==> config.mk <==
export PLATFORM = sky130hd
export DESIGN_NAME = fc_cmd_sequencer
export DESIGN_NICKNAME = d
export VERILOG_FILES = /design/src/rtl/fc_cmd_sequencer.sv
export SDC_FILE = /design/constraint.sdc
export NUM_CORES = 1
export LEC_CHECK = 0
export BUFFER_PORTS_ARGS = -buffer_cell sky130_fd_sc_hd__buf_2
export CORE_ASPECT_RATIO = 0.75
export CORE_MARGIN = 10
export CORE_UTILIZATION = 30
export CTS_BUF_LIST = sky130_fd_sc_hd__clkbuf_8
export DETAILED_ROUTE_END_ITERATION = 8
export PLACE_DENSITY = 0.56
export SYNTH_ARGS = -nofsm -noshare
export SYNTH_HDL_FRONTEND = slang
export SYNTH_SLANG_ARGS = --single-unit
==> constraint.sdc <==
create_clock -name clk -period 5.7 [get_ports clk]
set_input_delay 0 -clock clk [delete_from_list [all_inputs] [get_ports clk]]
set_output_delay 0 -clock clk [all_outputs]
set_load 0.05 [all_outputs]
==> src/rtl/fc_cmd_sequencer.sv <==
// Request FIFO plus splitter that turns flash/memory transfers into FC commands which never
// cross a 256-byte flash half-page or the 128-byte memory end. Optional macro: FC_SEQ_STATS_EN.
module fc_cmd_sequencer #(
  parameter int DEPTH   = 4,
  parameter int FIFO_AW = 2
) (
  input  logic        clk,
  input  logic        rst,
  input  logic        req_valid,
  output logic        req_ready,
  input  logic        req_dir,
  input  logic [17:0] req_faddr,
  input  logic [6:0]  req_maddr,
  input  logic [8:0]  req_len,
  output logic        req_err,
  input  logic        fc_done,
  output logic [32:0] fc_cmd,
  output logic        fc_cmd_valid,
  output logic        busy
`ifdef FC_SEQ_STATS_EN
  ,
  output logic [15:0] stat_cmds,
  output logic [23:0] stat_bytes
`endif
);

  typedef enum logic [1:0] {S_IDLE = 2'd0, S_CALC = 2'd1, S_ISSUE = 2'd2} state_t;
  localparam int EW = 35;

  state_t               state_q, state_d;
  logic [EW-1:0]        mem_q [DEPTH];
  logic [EW-1:0]        mem_d [DEPTH];
  logic [FIFO_AW-1:0]   wr_ptr_q, wr_ptr_d, rd_ptr_q, rd_ptr_d;
  logic [FIFO_AW:0]     count_q, count_d;
  logic                 ready_q, ready_d, err_q, err_d, fc_rdy_q, fc_rdy_d;
  logic                 dir_q, dir_d, valid_q, valid_d, busy_q, busy_d;
  logic [17:0]          fa_q, fa_d;
  logic [6:0]           ma_q, ma_d;
  logic [8:0]           rem_q, rem_d;
  logic [7:0]           chunk_q, chunk_d;
  logic [32:0]          cmd_q, cmd_d;

  logic                 push_s, pop_s, done_s;
  logic [EW-1:0]        head_s;
  logic [8:0]           page_room_s, mem_room_s, min_a_s, chunk_calc_s, chunk_m1_s;

  assign push_s = req_valid & ready_q & (req_len != 9'd0);
  assign pop_s  = (state_q == S_IDLE) & (count_q != {(FIFO_AW+1){1'b0}});
  assign done_s = (state_q == S_ISSUE) & fc_done;
  assign head_s = mem_q[rd_ptr_q];

  // Room to the flash half-page end and to the memory end; both lie in 1..256 / 1..128.
  assign page_room_s  = 9'd256 - {1'b0, fa_q[7:0]};
  assign mem_room_s   = 9'd128 - {2'b00, ma_q};
  assign min_a_s      = (rem_q < page_room_s) ? rem_q : page_room_s;
  assign chunk_calc_s = (min_a_s < mem_room_s) ? min_a_s : mem_room_s;
  assign chunk_m1_s   = chunk_calc_s - 9'd1;

  // FSM state register
  always_ff @(posedge clk or posedge rst) begin
    if (rst) begin
      state_q <= S_IDLE;
    end else begin
      state_q <= state_d;
    end
  end

  // FSM next-state logic
  always_comb begin
    state_d = state_q;
    case (state_q)
      S_IDLE:  if (pop_s) state_d = S_CALC; else state_d = S_IDLE;
      S_CALC:  if (fc_rdy_q) state_d = S_ISSUE; else state_d = S_CALC;
      S_ISSUE: begin
        if (fc_done) begin
          if (rem_q == {1'b0, chunk_q}) state_d = S_IDLE; else state_d = S_CALC;
        end else begin
          state_d = S_ISSUE;
        end
      end
      default: state_d = S_IDLE;
    endcase
  end

  // FSM outputs, registered from next-state so they line up with the state register
  always_comb begin
    valid_d = (state_d == S_ISSUE);
    busy_d  = (state_d != S_IDLE) | (count_d != {(FIFO_AW+1){1'b0}});
    ready_d = (count_d != (FIFO_AW+1)'(DEPTH));
    err_d   = req_valid & ready_q & (req_len == 9'd0);
  end

  // FIFO bookkeeping, done flag and the work registers of the transfer in progress
  always_comb begin
    mem_d    = mem_q;
    wr_ptr_d = wr_ptr_q;
    rd_ptr_d = rd_ptr_q;
    count_d  = count_q;
    if (push_s) begin
      mem_d[wr_ptr_q] = {req_dir, req_faddr, req_maddr, req_len};
      wr_ptr_d        = wr_ptr_q + {{(FIFO_AW-1){1'b0}}, 1'b1};
    end else begin
      wr_ptr_d = wr_ptr_q;
    end
    if (pop_s) begin
      rd_ptr_d = rd_ptr_q + {{(FIFO_AW-1){1'b0}}, 1'b1};
    end else begin
      rd_ptr_d = rd_ptr_q;
    end
    case ({push_s, pop_s})
      2'b10:   count_d = count_q + {{FIFO_AW{1'b0}}, 1'b1};
      2'b01:   count_d = count_q - {{FIFO_AW{1'b0}}, 1'b1};
      default: count_d = count_q;
    endcase

    // ISSUE entry consumes the flag even if a done pulse lands in the same cycle
    if ((state_q == S_CALC) && fc_rdy_q) fc_rdy_d = 1'b0;
    else if (fc_done)                     fc_rdy_d = 1'b1;
    else                                  fc_rdy_d = fc_rdy_q;

    dir_d   = dir_q;
    fa_d    = fa_q;
    ma_d    = ma_q;
    rem_d   = rem_q;
    chunk_d = chunk_q;
    cmd_d   = cmd_q;
    if (pop_s) begin
      dir_d = head_s[34];
      fa_d  = head_s[33:16];
      ma_d  = head_s[15:9];
      rem_d = head_s[8:0];
    end else if (state_q == S_CALC) begin
      chunk_d = chunk_calc_s[7:0];
      cmd_d   = {dir_q, fa_q, ma_q, chunk_m1_s[6:0]};
    end else if (done_s) begin
      fa_d  = fa_q + {10'd0, chunk_q};
      ma_d  = ma_q + chunk_q[6:0];
      rem_d = rem_q - {1'b0, chunk_q};
    end else begin
      chunk_d = chunk_q;
    end
  end

  // Datapath and output registers
  always_ff @(posedge clk or posedge rst) begin
    if (rst) begin
      for (int i = 0; i < DEPTH; i++) mem_q[i] <= {EW{1'b0}};
      wr_ptr_q <= {FIFO_AW{1'b0}};
      rd_ptr_q <= {FIFO_AW{1'b0}};
      count_q  <= {(FIFO_AW+1){1'b0}};
      ready_q  <= 1'b0;
      err_q    <= 1'b0;
      fc_rdy_q <= 1'b0;
      dir_q    <= 1'b0;
      fa_q     <= 18'd0;
      ma_q     <= 7'd0;
      rem_q    <= 9'd0;
      chunk_q  <= 8'd0;
      cmd_q    <= 33'd0;
      valid_q  <= 1'b0;
      busy_q   <= 1'b0;
    end else begin
      mem_q    <= mem_d;
      wr_ptr_q <= wr_ptr_d;
      rd_ptr_q <= rd_ptr_d;
      count_q  <= count_d;
      ready_q  <= ready_d;
      err_q    <= err_d;
      fc_rdy_q <= fc_rdy_d;
      dir_q    <= dir_d;
      fa_q     <= fa_d;
      ma_q     <= ma_d;
      rem_q    <= rem_d;
      chunk_q  <= chunk_d;
      cmd_q    <= cmd_d;
      valid_q  <= valid_d;
      busy_q   <= busy_d;
    end
  end

  assign req_ready    = ready_q;
  assign req_err      = err_q;
  assign fc_cmd       = cmd_q;
  assign fc_cmd_valid = valid_q;
  assign busy         = busy_q;

`ifdef FC_SEQ_STATS_EN
  logic [15:0] stat_cmds_q, stat_cmds_d;
  logic [23:0] stat_bytes_q, stat_bytes_d;
  logic [24:0] bytes_sum_s;

  assign bytes_sum_s = {1'b0, stat_bytes_q} + {17'd0, chunk_q};

  // Saturating completion counters
  always_comb begin
    stat_cmds_d  = stat_cmds_q;
    stat_bytes_d = stat_bytes_q;
    if (done_s) begin
      stat_cmds_d  = (stat_cmds_q == 16'hFFFF) ? stat_cmds_q : (stat_cmds_q + 16'd1);
      stat_bytes_d = bytes_sum_s[24] ? 24'hFF_FFFF : bytes_sum_s[23:0];
    end else begin
      stat_cmds_d  = stat_cmds_q;
      stat_bytes_d = stat_bytes_q;
    end
  end

  always_ff @(posedge clk or posedge rst) begin
    if (rst) begin
      stat_cmds_q  <= 16'd0;
      stat_bytes_q <= 24'd0;
    end else begin
      stat_cmds_q  <= stat_cmds_d;
      stat_bytes_q <= stat_bytes_d;
    end
  end

  assign stat_cmds  = stat_cmds_q;
  assign stat_bytes = stat_bytes_q;
`endif

endmodule

Word level (Yosys, flattened, before mapping) --
Index checks and enable logic that the tools add are counted. W data, S select, Z words.
Operators by class: reduce and logical (&&, ||, !) cells 12, muxes and demuxes 25, divide/modulo/power cells 0, magnitude comparators 5, shift operators 0, add/sub/neg operators 10, eq/ne operators 8, $mul 0, bitwise gates (word level) 9
Operators with widths (count):
- $bwmux W140 | 1
- $mux W35 | 3
- $bmux W35 S2 | 1
- $demux W35 S2 | 1
- $mux W18 | 3
- $mux W9 | 4
- $mux W7 | 3
- $add A18 B8 Y18 | 1
- $lt A9 B9 Y1 | 2
- $eq A9 B8 Y1 | 1
- $logic_not A9 Y1 | 1
- $reduce_bool A9 Y1 | 1
- $sub A8 B7 Y9 const A | 1
- $sub A9 B8 Y9 | 1
- $sub A9 B8 Y9 const A | 1
- $mux W8 | 1
- $add A7 B7 Y7 | 1
- $sub A7 B1 Y7 const B | 1
- $eq A2 B2 Y1 const B | 3
- $ge A3 B3 Y1 const B | 2
- $not A2 Y3 | 2
- $pmux W2 S3 | 1
- $pmux W3 S2 | 1
- $reduce_bool A2 Y1 | 3
- 16 further kinds | 29
Word-level totals: ROM bits 0, memories 0, bits in registers 230, input bits 39, bits in latches 0, RAM bits 0

Longest topological paths before layout --
Gate-level depths: netlist of run 1.
depth after elaboration 6, gate-level depth with buffers 29, mapped depth without buffers 27

Least setup slack after synthesis of run 1 --
No wires, ideal clock.
path kind register to register, start reg fa_q[2], end reg cmd_q[6], in the netlist fc_cmd[6], data required time 5.580 ns, slack 0.208 ns, data arrival time 5.373 ns, period minus slack after synthesis 5.492 ns, library setup time 0.120 ns, cell stages (with the launch flop) 25, cells stage by stage dfrtp_1 -> or4_4 -> or4_1 -> ha_1 -> a21oi_1 -> nand2_1 -> a211oi_1 -> a211oi_1 -> o31a_1 -> inv_1 -> ha_1 -> a21o_1 -> a21oi_1 -> nor2b_1 -> a2111oi_0 -> and2_1 -> a31o_2 -> a21oi_1 -> a21oi_1 -> ha_1 -> nand3_1 -> nor3_1 -> xnor2_1 -> o31ai_1 -> a31o_1
Between the ends: cells in the longest elaborated chain, start to end 6
RTL lines:
- from (decl) | RTL line 37 | logic [17:0] fa_q, fa_d;
- from (signal assigned) | RTL line 155 | fa_q <= 18'd0;
- from (signal assigned) | RTL line 171 | fa_q <= fa_d;
- $sub A9 B8 Y9 (*) | RTL line 53 | assign page_room_s = 9'd256 - {1'b0, fa_q[7:0]};
- $lt A9 B9 Y1 | RTL line 55 | assign min_a_s = (rem_q < page_room_s) ? rem_q : page_room_s;
- $mux W9 (*) | RTL line 55
- $lt A9 B9 Y1 | RTL line 56 | assign chunk_calc_s = (min_a_s < mem_room_s) ? min_a_s : mem_room_s;
- $mux W8 (*) | RTL line 56
- $sub A7 B1 Y7 (*) | RTL line 57 | assign chunk_m1_s = chunk_calc_s - 9'd1;
- to (signal assigned) | RTL line 175 | cmd_q <= cmd_d;
- to (decl) | RTL line 41 | logic [32:0] cmd_q, cmd_d;
Mark *: on every way between the ends. The rest lies on a longest branch, timed or not. A chain may end at the register's enable or synchronous reset.

Final worst setup path of run 1 --
start reg fa_q[0], end reg cmd_q[6], in the netlist fc_cmd[6]
Same word-level chain as after synthesis.

==> out/qor.csv, run 1 <==
metric,value,unit
FF-to-FF path depth,26,
Final ANT Viol Nets,0,
critical path required time,6.14,ns
die height,191,um
I/O pins,76,
TritonCTS clock tree,done,
met1 layer usage reported by global route,0.181,
maximum fanout along the worst path,8,
placeable core region,38500,um^2
met3 demand-to-capacity share in global routing,0.0267,
vias in the first global route,8572,
Critical Path Max Stage Delay,0.42,ns
final setup violation count,0,
cell with the largest stage delay on the worst path,dfrtp_1,
initial core utilization,0.306,
global route hottest layer,met2,
Crit Path Class,reg2reg,
Inserted Diodes,0,
Max Clk Rate,0.186,GHz
number of buffer cells added on primary ports,75,
global routing met2 resource utilization,0.198,
count of max-cap constraint violations,0,
root buf cell,clkbuf_8,
pin count of the biggest net entering global routing,168,
count of buffering cells on the critical path with inverters included,3,
clock latency on the worst-skew pair,0.56,ns
main area contributors after synthesis,"dfrtp_1 (49%), mux2_2 (14%), mux4_2 (6.7%)",
startpoint of the lowest-slack register-to-register path,fa_q[0]$_DFFE_PP0P_,
Reg2Reg Setup Slack,0.32,ns
Max transition margin,0.291,
"Largest delay share family, worst path",compound AO/OA/AOI/OAI gates,
post-route non-filler standard cell count,1706,
Yosys top cell by area,dfrtp_1,
DR iter-0 viols,578,
skew final,0.0242,ns
total CTS buffers,41,
number of flops mapped to enable cells by yosys,0,
Avg WL per Cell,17.9,um
Worst Tran Pin Value,1.06,ns
storage element area,5760,um^2
Async SR Flop Fraction,1.00,
"Cell Area, Synth",11800,um^2
CTS max path bufs,3,
drt drc,0,
cell area reported after detailed placement,12900,um^2
Area Overhead vs Synth,20.0,%
R2R Path End,fc_cmd[6]$_DFFE_PP0P_,
final slew viol count,0,
TNS Setup,0,ns
Synth warnings,0,
grt ovf,0,
die footprint,47600,um^2
Synth top area share,0.490,
Die X,249,um
worst endpoint data arrival time,5.82,ns
FP Rows,62,
multi-input combinational cell area,5690,um^2
sequential area share after synthesis,0.490,
GPL Wtd Cong,0.870,
run status,"complete, no violations",
number of antenna violations at the first check in global routing,0,
net count of the mapped netlist,1115,
Syn Inst Count,1028,
number of distinct library cells after synthesis,60,
via count of the routed design,8186,
post-placement worst setup slack,-0.0431,ns
top cell types by occurrence after synthesis,"dfrtp_1 (230), mux2_2 (143), nand2_1 (134), o21ai_0 (57), a21oi_1 (46)",
CP Capture Type,flip-flop,
first-pass GRT wire length,49.5,mm
"Avg Cell Area, Syn",11.4,um^2
PnR worst setup slack,0.318,ns
post-route fraction of the period consumed by the critical path,0.944,
share of cells above drive strength 1,0.310,
deepest level of the CTS H-tree,2,
First-pass DRT Iterations,4,
count of state elements after synthesis,230,
number of vias per cell,4.80,
total wire length,30.6,mm
nature of the critical path startpoint,flip-flop,
total number of nets in the final design,1257,
count of clock tree sinks,230,
most frequent cell after synthesis,dfrtp_1,
area of all placed cells without fillers,14100,um^2
sum of net half-perimeters after detailed placement,20.9,mm
"Hold Vio Cnt, Final",0,
Main synth FF type,dfrtp_1,
Final min period,5.38,ns
critical path's most frequent cell,ha_1,
filler cell count,3894,
"Reg clk slew, reported paths",0.06,ns
type of the worst min-delay path,in2async,
overall track demand over capacity in global routing,0.128,
# placed instances,1599,
## what timing repair did
| item | 4_1_cts | 5_1_grt |
|---|---|---|
| setup buffers | 0 | 1 |
| hold buffers | 39 | 0 |
| pin swaps | 0 | 2 |
| gates resized for setup | 1 | 10 |
| cloned | 0 | 0 |
| setup endpoints to repair | 1 | 3 |
| endpoints found under the hold margin | 376 | 0 |
## routing by layer
metal	vias to the layer above	wire length [um]
li1	3929	-
met1	4072	15500
met2	147	13400
met3	38	1270
met4	0	436
met5	-	0
## kinds of logic after synthesis
| group | Yosys count | synth area share |
|---|---|---|
| flip-flops | 230 | 0.490 |
| adder cells (fa/ha/maj) | 48 | 0.0536 |
| multiplexers | 180 | 0.206 |
| AO/OA/AOI/OAI | 166 | 0.0856 |
| buffers and inverters | 95 | 0.0313 |
| XOR/XNOR | 39 | 0.0291 |
| AND/OR/NAND/NOR | 270 | 0.105 |
## worst min-delay path, cell delays in order
cell           delay [ns]
dlygate4sd3_1        0.54
buf_2                0.14
clkinvlp_4           0.08
buf_12               0.48
## placed cells by master, fill, tap and decap left out, types with 3 or more instances in the layout
cell type,instances
a211oi_1,6
a21o_1,11
a21oi_1,43
a21oi_2,3
a22o_1,3
a31oi_1,9
and2_1,5
and3_1,11
buf_2,75
buf_4,33
clkbuf_8,54
clkinv_2,4
dfrtp_1,229
dlygate4sd3_1,39
fa_1,4
ha_1,44
inv_1,51
mux2_2,143
mux4_2,35
nand2_1,134
nand2b_1,3
nand3_1,20
nand4_1,3
nor2_1,41
nor2b_1,9
nor3_1,16
nor4_1,3
o211ai_1,3
o21a_1,6
o21ai_0,57
o21ai_1,3
or3_1,9
or4_1,3
xnor2_1,21
xor2_1,18
## flip-flops by register name, summed over array words and instances (netlist names)
| signal | cells |
|---|---|
| state_q | 2 |
| fc_rdy_q | 1 |
| dir_q | 1 |
| rem_q | 9 |
| chunk_q | 8 |
| busy | 1 |
| fc_cmd_valid | 1 |
| fc_cmd | 33 |
| req_ready | 1 |
| fa_q | 18 |
| rd_ptr_q | 2 |
| count_q | 3 |
| mem_q | 140 |
| ma_q | 7 |
| wr_ptr_q | 2 |
| req_err | 1 |
## through the flow
stage                     hold slack (ns)   util
after floorplan                     0.139      -
after global placement              0.276  0.334
after detailed placement            0.275  0.334
after CTS                           0.222  0.365
after global routing                0.259  0.367
final                               0.189  0.367
## worst max-delay path by stage
stage | to | cells after the start | slack [ns] | from
finish | fc_cmd[6]$_DFFE_PP0P_ | 26 | 0.32 | fa_q[0]$_DFFE_PP0P_
global route | fc_cmd[6]$_DFFE_PP0P_ | 26 | -0.01 | fa_q[1]$_DFFE_PP0P_
CTS | fc_cmd[6]$_DFFE_PP0P_ | 27 | 0.01 | fa_q[0]$_DFFE_PP0P_
detailed placement | fc_cmd[6]$_DFFE_PP0P_ | 27 | -0.04 | fa_q[1]$_DFFE_PP0P_
global placement | fc_cmd[6]$_DFFE_PP0P_ | 27 | 0.07 | fa_q[1]$_DFFE_PP0P_
floorplan | fc_cmd[6]$_DFFE_PP0P_ | 24 | 0.21 | fa_q[2]$_DFFE_PP0P_
## layout make-up
class / instances / share of cell area
flip-flops and latches: 230 / 0.408
multi-input cells: 703 / 0.404
repair buffers: 148 / 0.0733
clock buffers: 54 / 0.0527
well taps: 512 / 0.0454
inverters: 46 / 0.0125
clock inverters: 13 / 0.00417
Power of run 1 is left out: the tool's default activity adds up to more than one toggle a clock period on the data nets, which glitch-free logic cannot reach.
==> run 2, diff against run 1 <==
--- a/config.mk
+++ b/config.mk
@@ -8,10 +8,10 @@
 export BUFFER_PORTS_ARGS = -buffer_cell sky130_fd_sc_hd__buf_2
 export CORE_ASPECT_RATIO = 0.75
 export CORE_MARGIN = 10
-export CORE_UTILIZATION = 30
+export CORE_UTILIZATION = 25
 export CTS_BUF_LIST = sky130_fd_sc_hd__clkbuf_8
 export DETAILED_ROUTE_END_ITERATION = 8
-export PLACE_DENSITY = 0.56
+export PLACE_DENSITY = 0.5
 export SYNTH_ARGS = -nofsm -noshare
 export SYNTH_HDL_FRONTEND = slang
 export SYNTH_SLANG_ARGS = --single-unit
==> out/qor.csv, run 2 (same netlist as run 1, synthesis figures left out) <==
metric,value,unit
Worst Tran Pin Value,1.11,ns
I/O pins,76,
Final ANT Viol Nets,0,
Max transition margin,0.263,
post-route fraction of the period consumed by the critical path,0.945,
pin count of the biggest net entering global routing,162,
cell area reported after detailed placement,13000,um^2
overall track demand over capacity in global routing,0.113,
CP Capture Type,flip-flop,
filler cell count,4778,
sum of net half-perimeters after detailed placement,21.9,mm
PnR worst setup slack,0.316,ns
register bank with the most flops,mem_q,
share of cells above drive strength 1,0.317,
placeable core region,46300,um^2
clock latency on the worst-skew pair,0.58,ns
number of vias per cell,4.55,
grt ovf,0,
met3 demand-to-capacity share in global routing,0.0267,
final setup violation count,0,
run status,"complete, no violations",
worst endpoint data arrival time,5.82,ns
initial core utilization,0.254,
vias in the first global route,8759,
Critical path origin,fa_q[0]$_DFFE_PP0P_,
total wire length,32.1,mm
die footprint,56200,um^2
skew final,0.0278,ns
post-placement worst setup slack,0.0852,ns
count of max-cap constraint violations,0,
TritonCTS clock tree,done,
maximum fanout along the worst path,6,
GPL Wtd Cong,0.885,
first-pass GRT wire length,51.4,mm
Area Overhead vs Synth,22.8,%
number of buffer cells added on primary ports,75,
Largest register FFs,140,
CTS max path bufs,3,
startpoint of the lowest-slack register-to-register path,fa_q[0]$_DFFE_PP0P_,
total number of nets in the final design,1261,
"most common cell after layout, fill and taps aside",dfrtp_1,
Crit Path Class,reg2reg,
FP Rows,68,
type of the worst min-delay path,in2async,
met1 layer usage reported by global route,0.161,
nature of the critical path startpoint,flip-flop,
total CTS buffers,42,
First-pass DRT Iterations,6,
final slew viol count,0,
number of antenna violations at the first check in global routing,2,
via count of the routed design,8361,
DR iter-0 viols,471,
Avg WL per Cell,17.5,um
Final min period,5.38,ns
area of all placed cells without fillers,14400,um^2
"Hold Vio Cnt, Final",0,
Max Clk Rate,0.186,GHz
count of clock tree sinks,230,
deepest level of the CTS H-tree,2,
global routing met2 resource utilization,0.172,
die height,208,um
critical path required time,6.14,ns
"Reg clk slew, reported paths",0.07,ns
root buf cell,clkbuf_8,
global route hottest layer,met2,
Die X,270,um
post-route non-filler standard cell count,1839,
most frequent cells in the layout,"dfrtp_1 (229), mux2_2 (143), nand2_1 (134)",
drt drc,0,
# placed instances,1719,
run 2: changes by cell type in the layout (fill, tap and decap cells not counted), moves of 2 or more:
cell,change
a211oi_1,-2
a211oi_2,+2
buf_4,+3
bufinv_16,+3
clkbuf_8,+3
diode_2,+3
inv_1,+3
run 2: through the flow:
step	util	TNS (ns)	hold WS [ns]
after global placement	0.281	0	0.162
final	0.312	0	0.125
after floorplan	-	0	0.139
after global routing	0.312	-0.0280	0.163
after CTS	0.310	0	0.121
after detailed placement	0.281	0	0.170
run 2: final timing paths:
path,to,cells after the start,slack [ns]
worst max-delay path,fc_cmd[6]$_DFFE_PP0P_,26,0.32
max in group asynchronous,rd_ptr_q[0]$_DFFE_PP0P_,4,4.20
worst max register to register,fc_cmd[6]$_DFFE_PP0P_,26,0.32
worst min register to register,fc_cmd[26]$_DFFE_PP0P_,2,0.47
min in group clk,mem_q[60]$_DFFE_PP0P_,3,0.24
worst min-delay path,dir_q$_DFFE_PP0P_,3,0.12
run 2: layout make-up:
cell class	count	area, um^2	area share
clock buffer	57	785	0.0543
tap	630	788	0.0546
timing repair buffer	151	1060	0.0731
antenna	3	7.51	0.000520
sequential	230	5760	0.399
multi-input combinational	703	5690	0.394
clock inverter	19	174	0.0120
inverter	46	176	0.0122
run 2: critical path, stage by stage (launching register included):
cell	delay [ns]
dfrtp_1	0.43
inv_1	0.09
ha_1	0.18
inv_1	0.09
nor3_1	0.18
xor2_1	0.23
ha_1	0.28
a21o_1	0.16
a21o_1	0.21
a21o_1	0.22
o211ai_2	0.17
and3_4	0.26
buf_4	0.14
mux2_2	0.36
ha_1	0.28
o21a_1	0.10
o21ai_0	0.07
a21o_1	0.17
a31oi_1	0.34
nor2_4	0.09
a21oi_2	0.18
ha_1	0.19
nand3_1	0.14
nor3_2	0.21
xnor2_1	0.15
o31ai_1	0.08
a31o_1	0.22
run 2: repair_timing:
action	CTS	global route
gates resized for setup	0	13
setup buffers	0	2
endpoints found under the setup margin	0	4
hold endpoints to repair	176	0
hold buffers	39	0
run 2: routing by layer:
layer  vias up  wire length, um
met1      4199            16300
met5         -                0
met4         0              414
met2       174            13800
li1       3952                -
met3        36             1560
Power of run 2 is left out for the same reason.
